<file path="src/rtl/seg7_scan_ctrl.sv">
// Eight-digit multiplexed seven-segment scanner with a write-only register window.
// Outputs are registered from the DATA/CTRL/index state of the previous cycle.
module seg7_scan_ctrl #(
  parameter int unsigned SCAN_DIV = 20000
) (
  input  logic        clk,
  input  logic        rst,
  input  logic [11:0] addr,
  input  logic        wen,
  input  logic [31:0] wdata,
  output logic [7:0]  dig_en,
  output logic        DN_A,
  output logic        DN_B,
  output logic        DN_C,
  output logic        DN_D,
  output logic        DN_E,
  output logic        DN_F,
  output logic        DN_G,
  output logic        DN_DP
);

  localparam logic [15:0] CNT_LAST = 16'(SCAN_DIV - 1);

  logic [31:0] data;
  logic [7:0]  mask;
  logic        lzb;
  logic [15:0] cnt;
  logic [2:0]  idx;

  logic [6:0]  seg_q;
  logic        dp_q;

  logic [4:0]  nib_lsb;
  logic [3:0]  nibble;
  logic        upper_zero;
  logic        blank;
  logic [7:0]  dig_next;
  logic [6:0]  seg_next;

  // Active-high gfedcba pattern for a hex nibble.
  function automatic logic [6:0] hex_to_seg(input logic [3:0] n);
    logic [6:0] s;
    case (n)
      4'h0: s = 7'h3F;
      4'h1: s = 7'h06;
      4'h2: s = 7'h5B;
      4'h3: s = 7'h4F;
      4'h4: s = 7'h66;
      4'h5: s = 7'h6D;
      4'h6: s = 7'h7D;
      4'h7: s = 7'h07;
      4'h8: s = 7'h7F;
      4'h9: s = 7'h6F;
      4'hA: s = 7'h77;
      4'hB: s = 7'h7C;
      4'hC: s = 7'h39;
      4'hD: s = 7'h5E;
      4'hE: s = 7'h79;
      default: s = 7'h71;
    endcase
    return s;
  endfunction

  // Leading-zero blanking looks at every nibble from the current digit upward.
  always_comb begin
    nib_lsb    = {idx, 2'b00};
    nibble     = data[nib_lsb +: 4];
    upper_zero = ((data >> nib_lsb) == 32'd0);
    blank      = !mask[idx] || (lzb && (idx != 3'd0) && upper_zero);
    dig_next   = 8'hFF;
    seg_next   = 7'h7F;
    if (!blank) begin
      dig_next = ~(8'h01 << idx);
      seg_next = ~hex_to_seg(nibble);
    end
  end

  always_ff @(posedge clk) begin
    if (rst) begin
      data   <= 32'd0;
      mask   <= 8'hFF;
      lzb    <= 1'b0;
      cnt    <= 16'd0;
      idx    <= 3'd0;
      dig_en <= 8'hFF;
      seg_q  <= 7'h7F;
      dp_q   <= 1'b1;
    end else begin
      if (cnt == CNT_LAST) begin
        cnt <= 16'd0;
        idx <= idx + 3'd1;
      end else begin
        cnt <= cnt + 16'd1;
      end
      if (wen && (addr == 12'h000)) begin
        data <= wdata;
      end
      if (wen && (addr == 12'h004)) begin
        mask <= wdata[7:0];
        lzb  <= wdata[8];
      end
      dig_en <= dig_next;
      seg_q  <= seg_next;
      dp_q   <= 1'b1;
    end
  end

  assign DN_A  = seg_q[0];
  assign DN_B  = seg_q[1];
  assign DN_C  = seg_q[2];
  assign DN_D  = seg_q[3];
  assign DN_E  = seg_q[4];
  assign DN_F  = seg_q[5];
  assign DN_G  = seg_q[6];
  assign DN_DP = dp_q;

endmodule

</file>
<file path="config.mk">
export PLATFORM = sky130hd
export DESIGN_NAME = seg7_scan_ctrl
export DESIGN_NICKNAME = d
export VERILOG_FILES = /design/src/rtl/seg7_scan_ctrl.sv
export SDC_FILE = /design/constraint.sdc
export NUM_CORES = 1
export LEC_CHECK = 0
export CAP_MARGIN = 20
export CORE_AREA = 2 2 104 106
export CTS_CLUSTER_SIZE = 10
export DETAILED_ROUTE_END_ITERATION = 7
export DIE_AREA = 0 0 106 108
export DONT_BUFFER_PORTS = 1
export GPL_ROUTABILITY_DRIVEN = 0
export GPL_TIMING_DRIVEN = 1
export PLACE_DENSITY = 0.58
export SYNTH_ARGS = -nofsm -noshare
export SYNTH_HDL_FRONTEND = slang
export SYNTH_SLANG_ARGS = --single-unit
</file>
<file path="constraint.sdc">
create_clock -name clk -period 2.9 [get_ports clk]
set_input_delay 0.435 -clock clk [delete_from_list [all_inputs] [get_ports clk]]
set_output_delay 0.435 -clock clk [all_outputs]
set_load 0.01 [all_outputs]
</file>
=== Word-level counts from Yosys, hierarchy flattened ===
Memories as Yosys holds them, arrays and structs flattened.
Cells that the tools add are included.

* Muxes and demuxes: 3
* Eq/ne operators: 2
* Reductions and logical operators: 11
* Add/subtract/negate cells: 2
* Bitwise operators: 2
* Shift operators: 3
* Order comparisons: 1

{| class="wikitable"
|+ Operators with widths
! cell !! number
|-
| logical NOT 32 bit || 1
|-
| indexed part select 32 x 6 -> 4 bit || 1
|-
| >> shifter 32 x 5 -> 32 bit || 1
|-
| adder 16 x 1 -> 16 bit, second input constant || 1
|-
| equality test 16 x 15 -> 1 bit, second input constant || 1
|-
| equality test 12 x 3 -> 1 bit, second input constant || 1
|-
| logical NOT 12 bit || 1
|-
| inverter 8 bit || 1
|-
| left shift 1 x 3 -> 8 bit, first input constant || 1
|-
| two-way mux 7 bit || 1
|-
| inverter 7 bit || 1
|-
| logical AND 1 bit || 4
|-
| less-than comparator 3 x 4 -> 1 bit, second input constant || 1
|-
| OR reduction 2 bit || 2
|-
| adder 3 x 1 -> 3 bit, second input constant || 1
|-
| binary-select mux 1 bit (select 3 bit) || 1
|-
| nonzero test 3 bit || 1
|-
| logical NOT 1 bit || 1
|-
| logical OR 1 bit || 1
|-
| two-way mux 1 bit || 1
|}

* Word-level logic and storage cells: 32
* Memories kept: 1
* Register bits after elaboration: 75
* Bits in read-only memories: 112

{| class="wikitable"
|+ Memory list
! name !! depth !! width !! rd ports !! clocked after Yosys merged registers in !! write ports !! line !! RTL
|-
| (name not given) || 16 || 7 || 1 || 0 || 0 || 43 || <nowiki>case (n)</nowiki>
|}

=== Depth between registers and ports, before layout ===
* Depth in word-level cells: 6
* Gate-level depth with buffers: 10

=== Worst setup path after synthesis ===
OpenSTA, ideal clock, no wires.

* Path kind: register -> register
* Start: register idx[0]
* End: register seg_q[3]
* Data arrival time: 2.580 ns
* Cell stages (with the launch flop): 11
* Buffers on the path: 3
* Data required time: 2.832 ns
* Setup slack: 0.252 ns
* Path through: dfxtp_1 -> buf_6 -> buf_6 -> mux4_2 -> mux2i_1 -> ha_1 -> nand2_1 -> a2111oi_4 -> a31oi_2 -> buf_2 -> o21bai_2

* Cells in the longest elaborated chain, start to end: 5
* Elaborated cells between the ends (all ways): 14
* Those cells by class: shift (2); mux (3); bitwise (1); reduce/logical (7); memory (1)

{| class="wikitable"
|+ Ends and longest elaborated chain
! element !! line !! RTL
|-
| start: declaration || 28 || <nowiki>logic [2:0] idx;</nowiki>
|-
| start signal: assignment || 91 || <nowiki>idx <= idx + 3'd1;</nowiki>
|-
| parallel branches: the longest is 5 deep, another holds memory read (16 x 7 bit) || -- ||
|-
| end signal: assignment || 103 || <nowiki>seg_q <= seg_next;</nowiki>
|-
| end: declaration || 30 || <nowiki>logic [6:0] seg_q;</nowiki>
|}

Parallel ways; which one is timed is not known. The select of a mux whose other input is x is not followed.
A chain may end at the register's enable or synchronous reset.

=== Worst setup path after layout ===
Ends and elaborated chain as after synthesis.

==> results list <==
- The run finished with clean final reports.
- No sink is reached through more buffers than the 2 on the longest clock path.
- Worst setup EP type: register
- Counting every sink on the clock net gives 75.
* IO buf count: 0
- The multi-input combinational cells in the finished layout cover a total of ~0.0018 mm^2.
- The synthesized design contains 75 register bits.
- Of the total power, the share spent switching nets is a little over a fifth.
- Sequential element share of the synthesized area: between 40% and 50%
- Combinational logic burns between 1 and 1.5% of the power.
* Die span in y: about 110 um
* Num CTS Buffers: 9
- Post-route setup TNS: 0 ns
- Number of endpoints with negative hold slack in the final report: 0
- The H-tree was split into 3 levels.
* Slew Limit Fails: 0
- The die covers between 0.01 and 0.015 mm^2.
- Worst-Margin Slew: 0.600 ns
- The internal power of the cells totals ~1.5 mW.
- In the final layout, flip-flops and latches occupy between 0.0015 and 0.002 mm^2.
* Data required, critical path: roughly 3.1 ns
- After the last flow step, the layout net total stands at 453.
- Remaining global-route overflow: 0
- Leakage power summed over all cells: between 1 and 1.5 nW
- Setup repair after global routing left no endpoint under its margin.
* Drt first pass iters: 4
- After clock tree synthesis, the flow added hold-fix buffers numbering 0.
- Highest fanout seen on the critical path: 9
- Post-Synthesis Cell Area: ~0.0035 mm^2
- Counting the fill cells in the layout gives between 1000 and 1500.
* Number of standard cells after synthesis: 397
* Total power per unit cell area: about 500 mW/mm^2
* Category of the most critical setup path: register to register
* Vias post-DR: ~2700
- After the first detailed-routing iteration, the DRC count stood at 149.
- The via count of the first global-routing pass is 2609.
- Highest clock frequency the design can meet: around 380 MHz
- Hpwl dp: between 5 and 6 mm
- Final std cells w/o fill: 535
* Mean instance size in the synthesized netlist: 8.88 um^2
* Cell at the root of the clock tree: clkbuf_8
- Yosys mapped the design onto 51 distinct sky130hd cell types.
- On the final layout, the worst clock skew is around 0.007 ns.
* Max-cap violations: 0
* Warning count from the yosys run: 0
- Of the cells placed in the final design, the portion with a size suffix greater than 1 is 12.5%.
* Final wirelength: 7.89 mm
- Kind of launch point of the worst setup path: register
- Arr. time, crit path: about 2.9 ns
* Share of the clock period used by the worst path: between 90% and 100%
* Placement row count: 37
- Setup violations remaining at the end of the flow were counted as 0.
- Die span in x: ~110 um
* Hold Crit Class: input pin to register
- For this configuration, the core starts out at a cell density of between 30% and 40%.
- Post-CTS timing repair inserted 0 buffers for setup.
* Maximum vdd drop: about 0.19 mV
- Layout-stage area growth over the synthesis result: 9.83%
* Number of instances resized during post-cts repair: 0
* Post-synthesis net count: around 460
- Number of enable-type register cells in the synthesized netlist: 0
- Share of synthesized flip-flops with an asynchronous set or reset: 0%
- The count of nets left with antenna violations once routing finished came out at 0.
- Core area: roughly 0.010 mm^2
- Using the TritonRoute via totals, the vias-per-cell ratio works out to 5.05.
- Time the final worst path needs with I/O delays and setup: around 2.6 ns
- DRC violations left: 0
- Most frequent standard cell in the layout excluding fill and tap cells: nand2_1
- The first global-routing pass estimated 12.8 mm of wire.
- Including well taps, the total number of placed cells is ~520.
* Pin count of the biggest net entering global routing: 47
* Inserted Diodes: 0
- Post-DR wirelength/cell: approximately 15 um
- Commonest non-fill, non-tap cells in the layout: 79 x nand2_1, 75 x dfxtp_1, 35 x a21oi_1
* Relative slew slack: just under 60%
- For flop-to-flop paths, the worst setup slack is roughly 0.27 ns.
* NetSw: a little over 400 uW
- Share of power burned in registers: between 50% and 60%
- Global routing used about 14% of the available tracks across all layers.
- Clock network fraction of total power: between 40% and 50%
- The initial antenna violation count was 0.
- Clock transition at the register clock pins on the worst setup and hold paths after CTS: 0.08 ns
- Ports: between 60 and 70
- TritonCTS built the clock tree.
- Clock latency on the worst-skew pair, taken at its later pin, is around 0.34 ns.
- Predominant post-synthesis flop cell: dfxtp_1
## logic make-up after synthesis
logic type,Yosys count,share of synthesized area [%]
muxes,22,9.93
AOI/OAI and AO/OA,71,13.8
DFF,75,42.6
other,1,0.106
xor gates and xnor gates,16,3.97
buffers and inverters,41,5.25
and+or+nand+nor,159,20.1
adders and majority gates,12,4.26
## worst paths after layout
| kind | startpoint | to | depth (start not counted) |
|---|---|---|---|
| worst max-delay path | idx[0] | seg_q[3] | 7 |
| worst min-delay path | rst | idx[2] | 1 |
| worst max register to register | idx[0] | seg_q[3] | 7 |
| worst min register to register | data[0] | data[0] | 2 |
## cell type report
type / instances / share of cell area, %
Sequential cell: 75 / 38.8
Inverter: 16 / 1.55
Multi-Input combinational cell: 281 / 47.6
Clock inverter: 6 / 2.29
Clock buffer: 10 / 3.29
Tap cell: 136 / 4.39
Timing Repair Buffer: 11 / 2.13
## power by group through the flow
stage,sequential (mW),clock (mW),combinational (mW)
final,1.05,0.875,0.0260
after global routing,1.05,0.951,0.0303
after CTS,1.05,0.909,0.0263
after detailed placement,1.07,0,0.0262
after global placement,1.07,0,0.0255
after floorplan,1.07,0,0.0315
## synthesized netlist by cell type (all sizes together), types with 2 or more instances
| library cell | number | share of area (%) |
|---|---|---|
| mux4 | 10 | 6.5 |
| nor3 | 3 | 0.43 |
| nor4 | 8 | 1.4 |
| inv | 15 | 1.6 |
| nor4b | 2 | 0.50 |
| nand3 | 13 | 1.8 |
| xor2 | 10 | 2.5 |
| xnor2 | 6 | 1.5 |
| ha | 12 | 4.3 |
| clkbuf | 16 | 1.7 |
| and3 | 4 | 0.71 |
| nor2 | 32 | 3.4 |
| nor2b | 2 | 0.35 |
| dfxtp | 75 | 43 |
| or2 | 2 | 0.35 |
| a211o | 8 | 2.0 |
| a22oi | 2 | 0.43 |
| o21ai | 12 | 2.0 |
| nand4 | 4 | 0.71 |
| buf | 9 | 1.8 |
| o211ai | 2 | 0.71 |
| a21oi | 36 | 5.2 |
| or4 | 3 | 0.64 |
| a31oi | 3 | 0.71 |
| nand2b | 2 | 0.35 |
| nand2 | 79 | 8.4 |
| mux2i | 11 | 3.1 |
| nand3b | 2 | 0.43 |
## metrics by stage
stage          util (%)  total power [mW]  hold slack [ns]  cell area, um^2  setup WS, ns
6_report           37.9              1.95            0.163             3870         0.274
3_3_place_gp       35.7              1.10            0.441             3660         0.354
4_1_cts            37.9              1.98            0.133             3870         0.258
3_5_place_dp       35.7              1.10            0.448             3660         0.273
2_1_floorplan         -              1.10            0.430             3530         0.252
5_1_grt            37.9              2.03            0.132             3870        0.0958
## flip-flops by register name, summed over array words and instances, names as in the netlist
name	flops
cnt	16
seg_q	7
dig_en	8
mask	8
lzb	1
idx	3
data	32
## layer usage
metal  part of all wire (%)  up-vias  wire (um)  global-route usage (%)
met1                     46     1272       3620                    17.8
met2                     47       67       3720                    22.6
li1                       -     1360          -                       -
met5                      0        -          0                       0
met4                   0.79        0         62                    4.98
met3                    6.3        4        497                    5.85
## worst max-delay path: stages, from the launching register on
cell      delay [ns]
dfxtp_1         0.59
mux4_2          0.57
mux2i_1         0.20
buf_4           0.17
inv_1           0.06
ha_1            0.25
mux4_2          0.48
o21bai_2        0.19
(Power assumes the default switching activity.)
